===== src/rtl/op_issue_seq_pkg.sv =====
`default_nettype none
// ============================================================================
//  Module   : op_issue_seq_pkg
//  Purpose  : Shared encodings, default sizes and FSM state type for the
//             op_issue_seq command issue sequencer.
//  Contents : OP_ADD / OP_SUB op-select encodings,
//             DEF_WIDTH / DEF_DEPTH default operand width and queue depth,
//             state_t issue FSM state type.
//  Revision : 1.0  initial release
// ============================================================================
package op_issue_seq_pkg;

    // Op-select encoding on cmd_op / in0
    localparam logic OP_ADD = 1'b1;
    localparam logic OP_SUB = 1'b0;

    // Default operand width and command queue depth
    localparam int DEF_WIDTH = 4;
    localparam int DEF_DEPTH = 4;

    // Issue FSM: IDLE = queue empty, RUN = issuing, STALL = held by downstream
    typedef enum logic [1:0] {
        ST_IDLE  = 2'd0,
        ST_RUN   = 2'd1,
        ST_STALL = 2'd2
    } state_t;

endpackage : op_issue_seq_pkg
`default_nettype wire


===== src/rtl/sync_fifo.sv =====
`default_nettype none
// ============================================================================
//  Module   : sync_fifo
//  Purpose  : Single-clock FIFO with one-extra-bit pointers distinguishing
//             full from empty. Read data is the head entry, taken straight
//             from storage; there is no write-to-read bypass.
//  Ports    : clk, rst        clock, asynchronous active-high reset
//             wr_en, wr_data  push request / data (ignored when full)
//             rd_en           pop request (ignored when empty)
//             rd_data         current head entry
//             full, empty     occupancy flags
//             count           number of stored entries (0..DEPTH)
//  Revision : 1.0  initial release
// ============================================================================
module sync_fifo #(
    parameter int DATA_W = 9,
    parameter int DEPTH  = 4
) (
    input  logic                     clk,
    input  logic                     rst,
    input  logic                     wr_en,
    input  logic [DATA_W-1:0]        wr_data,
    input  logic                     rd_en,
    output logic [DATA_W-1:0]        rd_data,
    output logic                     full,
    output logic                     empty,
    output logic [$clog2(DEPTH):0]   count
);

    localparam int AW = $clog2(DEPTH);

    logic [DATA_W-1:0] r_mem [DEPTH];
    logic [AW:0]       r_wr_ptr;
    logic [AW:0]       r_rd_ptr;
    logic              w_wr;
    logic              w_rd;

    // Low bits address storage; the top bit flags a lap difference, so equal
    // low bits mean empty when the laps match and full when they differ.
    assign empty = (r_wr_ptr == r_rd_ptr);
    assign full  = (r_wr_ptr[AW-1:0] == r_rd_ptr[AW-1:0]) &&
                   (r_wr_ptr[AW] != r_rd_ptr[AW]);
    assign count = r_wr_ptr - r_rd_ptr;

    assign w_wr = wr_en & ~full;
    assign w_rd = rd_en & ~empty;

    assign rd_data = r_mem[r_rd_ptr[AW-1:0]];

    // Pointers wrap naturally modulo 2*DEPTH, addresses modulo DEPTH
    always_ff @(posedge clk or posedge rst) begin
        if (rst) begin
            r_wr_ptr <= '0;
            r_rd_ptr <= '0;
        end else begin
            if (w_wr) r_wr_ptr <= r_wr_ptr + 1'b1;
            if (w_rd) r_rd_ptr <= r_rd_ptr + 1'b1;
        end
    end

    // Storage needs no reset: the pointers decide what is valid
    always_ff @(posedge clk) begin
        if (w_wr) r_mem[r_wr_ptr[AW-1:0]] <= wr_data;
    end

endmodule : sync_fifo
`default_nettype wire


===== src/rtl/op_issue_seq.sv =====
`default_nettype none
// ============================================================================
//  Module   : op_issue_seq
//  Purpose  : Queues add/subtract commands and issues them in order, one per
//             clock, to a downstream arithmetic stage that may stall.
//  Ports    : clk, rst            clock, asynchronous active-high reset
//             cmd_valid/cmd_ready command handshake (ready = queue not full)
//             cmd_op, cmd_a/b     op select (1 = add, 0 = sub) and operands
//             stall               downstream asks for no issue this cycle
//             in0, in1, in2       registered op select and operands issued
//             issue_valid         in0..in2 carry a new command this cycle
//             issue_cnt           commands issued since reset (wraps at 256)
//             busy                FSM in RUN or STALL
//  Revision : 1.0  initial release
// ============================================================================
module op_issue_seq
    import op_issue_seq_pkg::*;
#(
    parameter int WIDTH = DEF_WIDTH,
    parameter int DEPTH = DEF_DEPTH
) (
    input  logic             clk,
    input  logic             rst,
    input  logic             cmd_valid,
    output logic             cmd_ready,
    input  logic             cmd_op,
    input  logic [WIDTH-1:0] cmd_a,
    input  logic [WIDTH-1:0] cmd_b,
    input  logic             stall,
    output logic             in0,
    output logic [WIDTH-1:0] in1,
    output logic [WIDTH-1:0] in2,
    output logic             issue_valid,
    output logic [7:0]       issue_cnt,
    output logic             busy
);

    localparam int DATA_W = 1 + 2 * WIDTH;
    localparam int AW     = $clog2(DEPTH);

    typedef logic [AW:0] occ_t;

    logic              w_full;
    logic              w_empty;
    occ_t              w_count;
    occ_t              w_count_next;
    logic [DATA_W-1:0] w_head;
    logic              w_push;
    logic              w_pop;

    state_t            r_state;
    state_t            w_state_next;

    logic              r_in0;
    logic [WIDTH-1:0]  r_in1;
    logic [WIDTH-1:0]  r_in2;
    logic              r_issue_valid;
    logic [7:0]        r_issue_cnt;

    // Ready depends only on occupancy, never on stall or the same-cycle pop
    assign cmd_ready = ~w_full;
    assign w_push    = cmd_valid & cmd_ready;
    assign w_pop     = ~w_empty & ~stall;

    sync_fifo #(
        .DATA_W (DATA_W),
        .DEPTH  (DEPTH)
    ) u_fifo (
        .clk     (clk),
        .rst     (rst),
        .wr_en   (w_push),
        .wr_data ({cmd_op, cmd_a, cmd_b}),
        .rd_en   (w_pop),
        .rd_data (w_head),
        .full    (w_full),
        .empty   (w_empty),
        .count   (w_count)
    );

    // FSM state register
    always_ff @(posedge clk or posedge rst) begin
        if (rst) r_state <= ST_IDLE;
        else     r_state <= w_state_next;
    end

    // Next state follows the occupancy the queue will have after this edge
    always_comb begin
        w_count_next = w_count + occ_t'(w_push) - occ_t'(w_pop);
        w_state_next = r_state;
        case (r_state)
            ST_IDLE: begin
                if (w_count_next != '0) w_state_next = stall ? ST_STALL : ST_RUN;
            end
            ST_RUN: begin
                if (stall && !w_empty)       w_state_next = ST_STALL;
                else if (w_count_next == '0) w_state_next = ST_IDLE;
            end
            ST_STALL: begin
                if (!stall) w_state_next = ST_RUN;
            end
            default: w_state_next = ST_IDLE;
        endcase
    end

    // Issue registers: load the head on a pop, otherwise hold last values
    always_ff @(posedge clk or posedge rst) begin
        if (rst) begin
            r_in0         <= 1'b0;
            r_in1         <= '0;
            r_in2         <= '0;
            r_issue_valid <= 1'b0;
            r_issue_cnt   <= 8'd0;
        end else begin
            r_issue_valid <= w_pop;
            if (w_pop) begin
                {r_in0, r_in1, r_in2} <= w_head;
                r_issue_cnt           <= r_issue_cnt + 8'd1;
            end
        end
    end

    assign in0         = r_in0;
    assign in1         = r_in1;
    assign in2         = r_in2;
    assign issue_valid = r_issue_valid;
    assign issue_cnt   = r_issue_cnt;
    assign busy        = (r_state != ST_IDLE);

endmodule : op_issue_seq
`default_nettype wire


===== config.mk =====
export PLATFORM = sky130hd
export DESIGN_NAME = op_issue_seq
export DESIGN_NICKNAME = d
export VERILOG_FILES = /design/src/rtl/op_issue_seq_pkg.sv /design/src/rtl/sync_fifo.sv /design/src/rtl/op_issue_seq.sv
export SDC_FILE = /design/constraint.sdc
export NUM_CORES = 1
export LEC_CHECK = 0
export CAP_MARGIN = 15
export CORE_UTILIZATION = 27
export DETAILED_ROUTE_END_ITERATION = 16
export DONT_BUFFER_PORTS = 1
export PLACE_DENSITY_LB_ADDON = 0.12
export SLEW_MARGIN = 10
export SYNTH_ARGS = -nofsm -noshare
export SYNTH_HDL_FRONTEND = slang
export SYNTH_SLANG_ARGS = --single-unit
export TNS_END_PERCENT = 5

===== constraint.sdc =====
create_clock -name clk -period 4.7 [get_ports clk]
set_clock_uncertainty 0.05 [all_clocks]
set_input_delay 0.94 -clock clk [delete_from_list [all_inputs] [get_ports clk]]
set_output_delay 0.94 -clock clk [all_outputs]
set_load 0.1 [all_outputs]

-- Yosys cells after proc, flatten, opt, wreduce, memory -nomap -nowiden
Memory sizes are Yosys's and may differ from the RTL's. A register that Yosys moved wholly into a read port is not among the register bits.
Cells that the tools add are included.
- flip-flop bits (word level): 17
- RAM bits: 36
- input bits: 13
- output and inout port bits: 20
- logic and storage cells: 43
- memories kept: 1
- add/subtract/negate cells: 6
- eq/ne operators: 8
- mux-type cells: 8
- bitwise logic cells: 7
- reductions and logical operators: 8
- memories (name ; words ; bits a word ; read ports ; clocked after memory_dff ; wr ports ; RTL line ; source):
    u_fifo.r_mem ; 4 ; 9 ; 1 ; 1 ; 1 ; sync_fifo.sv:32 ; logic [DATA_W-1:0] r_mem [DEPTH];
- operator list (cell ; number):
    2-to-1 mux 2 bit ; 5
    adder 8 x 1 -> 8 bit, second input constant ; 1
    adder 3 x 1 -> 3 bit, second input constant ; 2
    case mux 2 bit (3 select lines) ; 1
    AND 1 bit ; 4
    inequality test 2 bit, second input constant ; 2
    adder 3 x 1 -> 3 bit ; 1
    == test 3 bit ; 1
    logical NOT 3 bit ; 1
    inequality test 3 bit, second input constant ; 1
    NOT 1 bit ; 3
    AND reduction 3 bit ; 1
    nonzero test 3 bit ; 1
    subtractor 3 x 1 -> 3 bit ; 1
    subtractor 3 bit ; 1
    == test 2 x 1 -> 1 bit, second input constant ; 1
    == test 2 bit ; 1
    == test 2 bit, second input constant ; 1
    logical AND 1 bit ; 2
    logical NOT 2 bit ; 1
    2-to-1 mux 1 bit ; 2
    nonzero test 2 bit ; 1
    logical NOT 1 bit ; 1
    inequality test 1 bit ; 1

-- Longest topological paths before layout
- depth in word-level cells: 10
- depth in mapped cells: 13
- gate-level depth less buffers: 12

-- Hierarchy
Synthesis repeated with hierarchy kept, for this count alone.
- cell total of the unflattened synthesis: 163
- area total of the unflattened synthesis: 2668.8 um^2
- modules (own cells, without submodules) (module ; times used ; cells an instance ; area an instance (um^2) ; sequential area each (um^2)):
    sync_fifo ; 1 ; 93 ; 1757.9 ; 1231.2
    op_issue_seq ; 1 ; 70 ; 910.9 ; 500.5

-- Worst setup path after synthesis
Ideal clock, no wire load.
- path type: in2reg
- from: in stall
- to: reg r_state[1]
- setup time: 0.133 ns
- arrival: 3.029 ns
- required time: 4.517 ns
- slack: 1.488 ns
- stages on the path: 12
- path buffers: 1
- path through: a31oi_4 -> buf_6 -> inv_1 -> fa_1 -> inv_1 -> fa_1 -> inv_1 -> ha_1 -> xnor2_1 -> xnor2_1 -> o41ai_1 -> a21oi_1
- cells in the longest elaborated chain, start to end: 6
- elaborated cells on any way between the ends: 14
- classes of those cells: add/sub: 1; eq/ne: 3; mux: 4; bitwise: 2; reduce/logical: 4
- ends and longest elaborated chain (what ; RTL line ; source):
    start: declaration ; op_issue_seq.sv:29 ; input logic stall,
    NOT 1 bit * ; op_issue_seq.sv:63 ; assign w_pop = ~w_empty & ~stall;
    AND 1 bit * ; op_issue_seq.sv:63 ;
    named net u_fifo.rd_en ; sync_fifo.sv:23 ; input logic rd_en,
    subtractor 3 x 1 -> 3 bit * ; op_issue_seq.sv:88 ; w_count_next = w_count + occ_t'(w_push) - occ_t'(w_pop);
    logical NOT 3 bit or nonzero test 3 bit (tied branches) ; op_issue_seq.sv:96, op_issue_seq.sv:92 ;
    inequality test 3 bit (no source line) or inequality test 2 bit (tied branches) ; n/a ;
    AND reduction 3 bit (no source line) * ; n/a ;
    end signal: assignment ; op_issue_seq.sv:83 ; else r_state <= w_state_next;
    end: declaration ; op_issue_seq.sv:51 ; state_t r_state;
Mark *: on every way through the listed nets, which the timed path passes. The rest lies on a longest branch. The select of a mux whose other input is x is not followed.
A chain may end at the register's enable or synchronous reset.

-- Worst setup path after layout
- from: reg u_fifo.r_rd_ptr[1]
- to: reg r_state[1]
- cells in the longest elaborated chain, start to end: 9
- elaborated cells on any way between the ends: 19
- classes of those cells: add/sub: 3; eq/ne: 4; mux: 2; bitwise: 4; reduce/logical: 6
- ends and longest elaborated chain (what ; RTL line ; source):
    start: declaration ; sync_fifo.sv:34 ; logic [AW:0] r_rd_ptr;
    start signal: assignment ; sync_fifo.sv:57 ; if (w_rd) r_rd_ptr <= r_rd_ptr + 1'b1;
    branches (longest 9 deep; another with subtractor 3 bit) ; n/a ;
Parallel ways; which one is timed is not known.

==> impl_table.tex <==
\begin{tabular}{lr}
\hline
Metric & Value \\
\hline
\multicolumn{2}{l}{\textbf{Final layout}} \\
\quad Filler cells & about 940 \\
\quad Fraction of layout instances using a drive strength above 1 & 25.5\% \\
\quad Most frequent cells in the layout & edfxtp\_1, dfrtp\_1, xnor2\_1 \\
\quad Leading cell type in the layout, fill and taps excluded & edfxtp\_1 \\
\quad Final net count & about 180 \\
\quad Antenna diode instance count & 0 \\
\quad Area delta synth->final & 14.8\% \\
\quad Non-filler instance count after layout & a little under 300 \\
\multicolumn{2}{l}{\textbf{Clock tree}} \\
\quad CTS Sinks & between 60 and 70 \\
\quad Number of buffers created by CTS & 9 \\
\quad Worst-case clock buffer depth & 2 \\
\quad Setup fix buffers added after clock tree synthesis & 0 \\
\quad Skew-Pair Late Insertion Delay & between 0.3 and 0.4 ns \\
\quad Count of instances resized after the clock tree is built & 0 \\
\quad CTS tree & built \\
\quad CTS root buffer & clkbuf\_8 \\
\quad Clock edge transition at the registers on the reported setup and hold paths & approximately 0.07 ns \\
\quad CTS H-tree depth & 3 \\
\quad Cts hold-fix bufs & 0 \\
\multicolumn{2}{l}{\textbf{Worst setup path}} \\
\quad Largest fanout on the critical path & 19 \\
\quad Data arrival time of the critical path & between 3 and 4 ns \\
\quad Crit path max-delay cell type & dfrtp\_1 \\
\quad Length in cells of the worst reg-to-reg path & 13 \\
\quad Critical Path, Cell by Cell & xnor2\_2 -> a31oi\_4 -> buf\_4 -> inv\_1 -> fa\_1 -> inv\_1 -> fa\_1 -> inv\_1 -> ha\_1 -> xnor2\_1 -> xnor2\_1 -> o41ai\_1 -> a21oi\_1 \\
\quad Most Frequent Cell on Critical Path & inv\_1 \\
\quad Nature of the critical path endpoint & register \\
\quad Endpoint of the worst-slack reg-to-reg timing path & r\_state[1] \\
\quad Worst R2R Start & u\_fifo.r\_rd\_ptr[1] \\
\quad Worst path required time & between 4 and 5 ns \\
\quad Reg2reg setup slack & roughly 1.3 ns \\
\quad Worst Path Class, Setup & reg -> reg \\
\quad Worst path max stage delay & roughly 0.76 ns \\
\quad Sort of element at the start of the critical path & register \\
\multicolumn{2}{l}{\textbf{Global route}} \\
\quad GR Overflow Total & 0 \\
\quad Global-route wire length before repair & roughly 7.5 mm \\
\quad Initial antenna violation count & 0 \\
\quad Global router's overall resource usage & about a tenth \\
\quad Vias in the first global route & about 1400 \\
\quad Pin count of the biggest net entering global routing & 27 \\
\multicolumn{2}{l}{\textbf{Timing}} \\
\quad Setup repair after global routing missed its margin & no \\
\quad Slew at the pin closest to its max-slew limit & between 1 and 1.5 ns \\
\quad Final hold slack & 0.434 ns \\
\quad Setup tns final & 0 ns \\
\quad Least setup slack across all paths after layout & between 1 and 1.5 ns \\
\quad Final critical-path required period & approximately 3.4 ns \\
\quad Final Hold Violating Endpoints & 0 \\
\quad Post-route fraction of the period consumed by the critical path & 72.4\% \\
\quad Final count of negative-setup-slack endpoints & 0 \\
\quad Achievable frequency & between 0.2 and 0.3 GHz \\
\quad Count of pins over their slew limit & 0 \\
\quad Max\_slew headroom & 28.5\% \\
\multicolumn{2}{l}{\textbf{Synth}} \\
\quad Number of flops mapped to enable cells by yosys & 36 \\
\quad Mean area per synthesized cell & about 17 um2 \\
\quad Number of distinct standard cells referenced by the synthesized netlist & 29 \\
\quad Register bit total from synthesis & 62 \\
\quad Main flop type after synthesis & edfxtp\_1 \\
\quad Count of synthesis-stage warnings from yosys & 0 \\
\quad Post-Synthesis Cells & 149 \\
\quad Synthesized cell area & $\sim$0.0026 mm2 \\
\quad Share of synthesized registers carrying an async set or reset & 41.9\% \\
\quad Synthesized net count & roughly 170 \\
\quad Share of synthesized area occupied by flip-flops and latches & between 60\% and 70\% \\
\multicolumn{2}{l}{\textbf{Routing}} \\
\quad WL final & about 4.7 mm \\
\quad Via-to-Cell Ratio & $\sim$4.2 \\
\quad DR WL/cell & $\sim$16 um \\
\quad Violation count after the first detailed-route iteration & 37 \\
\quad Number of detailed-route iterations in the first pass & 3 \\
\quad Number of vias after detailed routing & between 1000 and 1500 \\
\quad Count of nets left with antenna violations after detail routing & 0 \\
\quad DRC violation count after routing & 0 \\
\multicolumn{2}{l}{\textbf{Die}} \\
\quad Boundary pin count & 33 \\
\quad Die area & roughly 0.010 mm2 \\
\quad Overall die height & around 100 um \\
\quad Die Wd & roughly 100 um \\
\quad Row count & 35 \\
\quad Initial core utilization & between 20\% and 30\% \\
\quad Core area & just over 0.009 mm2 \\
\multicolumn{2}{l}{\textbf{Hold path}} \\
\quad Worst Hold Class & reg -> reg \\
\quad Start point of the worst hold path & r\_state[0] \\
\quad Endpoint with the worst hold slack & r\_state[1] \\
\quad Hold Crit Depth & 1 \\
\multicolumn{2}{l}{\textbf{Place}} \\
\quad Buffers on Ports & 0 \\
\quad Placement-stage worst setup slack & around 1.2 ns \\
\quad Placer Congestion & approximately 0.75 \\
\quad HPWL Detailed & approximately 3.1 mm \\
\quad Number of placed instances, taps included & 277 \\
\multicolumn{2}{l}{\textbf{Run}} \\
\quad Count of max-cap constraint violations & 0 \\
\multicolumn{2}{l}{\textbf{Outcome}} \\
\quad Result of the run & complete, no violations \\
\hline
\end{tabular}
[synth_stat cells, types with 2 or more instances]
master / instances / area, um2
mux4_2: 9 / 203
and2_1: 5 / 31.3
mux2_1: 2 / 22.5
mux2_2: 10 / 113
dfrtp_1: 26 / 651
and3_1: 2 / 12.5
xnor2_2: 2 / 32.5
xnor2_1: 12 / 105
edfxtp_1: 36 / 1080
nand2_1: 5 / 18.8
fa_1: 2 / 40.0
nand3_1: 5 / 25.0
xor2_1: 3 / 26.3
inv_1: 8 / 30.0
ha_1: 8 / 100
[area by class of cell]
class / count / area, um2 / area share (%)
clock buffer: 10 / 128 / 4.27
clock inverter: 6 / 86.3 / 2.89
inverter: 8 / 30.0 / 1.01
multi-input combinational: 76 / 818 / 27.4
sequential: 62 / 1730 / 58.0
tap: 129 / 161 / 5.41
timing repair buffer: 3 / 30.0 / 1.01
[registers in the layout, summed over array words and instances (netlist names)]
signal and cells:
in0 1, in1 4, in2 4, issue_cnt 8
issue_valid 1, r_state 2, u_fifo.r_mem 36, u_fifo.r_rd_ptr 3
u_fifo.r_wr_ptr 3
[critical path: cells and delay by family (launching register included)]
kind | cells | cell delay (ns)
buffers and inverters | 4 | 0.49
adder cells (fa/ha/maj) | 3 | 0.92
AO/OA/AOI/OAI | 3 | 0.59
flip-flops | 1 | 0.76
XOR/XNOR | 3 | 0.47
[stage by stage]
step,util [%],cell area (um2)
global route,32.2,2990
CTS,32.0,2970
floorplan,-,2600
finish,32.2,2990
detailed placement,29.7,2760
global placement,29.7,2760
[worst max-delay path by stage]
stage	from	end	slack, ns	cells after the start
after floorplan	stall	r_state[1]	1.49	12
after global placement	u_fifo.r_rd_ptr[1]	r_state[1]	1.35	13
after detailed placement	u_fifo.r_rd_ptr[1]	r_state[1]	1.21	13
after CTS	u_fifo.r_rd_ptr[1]	r_state[1]	1.22	13
after global routing	u_fifo.r_rd_ptr[1]	r_state[1]	1.04	13
final	u_fifo.r_rd_ptr[1]	r_state[1]	1.30	13
[routing by layer]
layer	up-vias	GRT usage, %	part of all wire [%]
li1	570	-	-
met5	-	0	0
met4	0	6.35	2.1
met1	615	11.3	41
met3	9	4.46	6.9
met2	33	17.3	50
[kinds of logic (layout without fill, tap and decap cells)]
group	Yosys count	count (layout)	synth area share, %
xor+xnor	17	17	6.30
buf+inv	11	27	1.92
compound gates	6	6	2.31
simple gates	22	22	4.48
mux	21	21	13.0
flops	62	62	66.6
fa+ha+maj	10	10	5.39
Power is not shown: default switching activity piles up to over one toggle a cycle in this logic, so the estimate is an artifact.
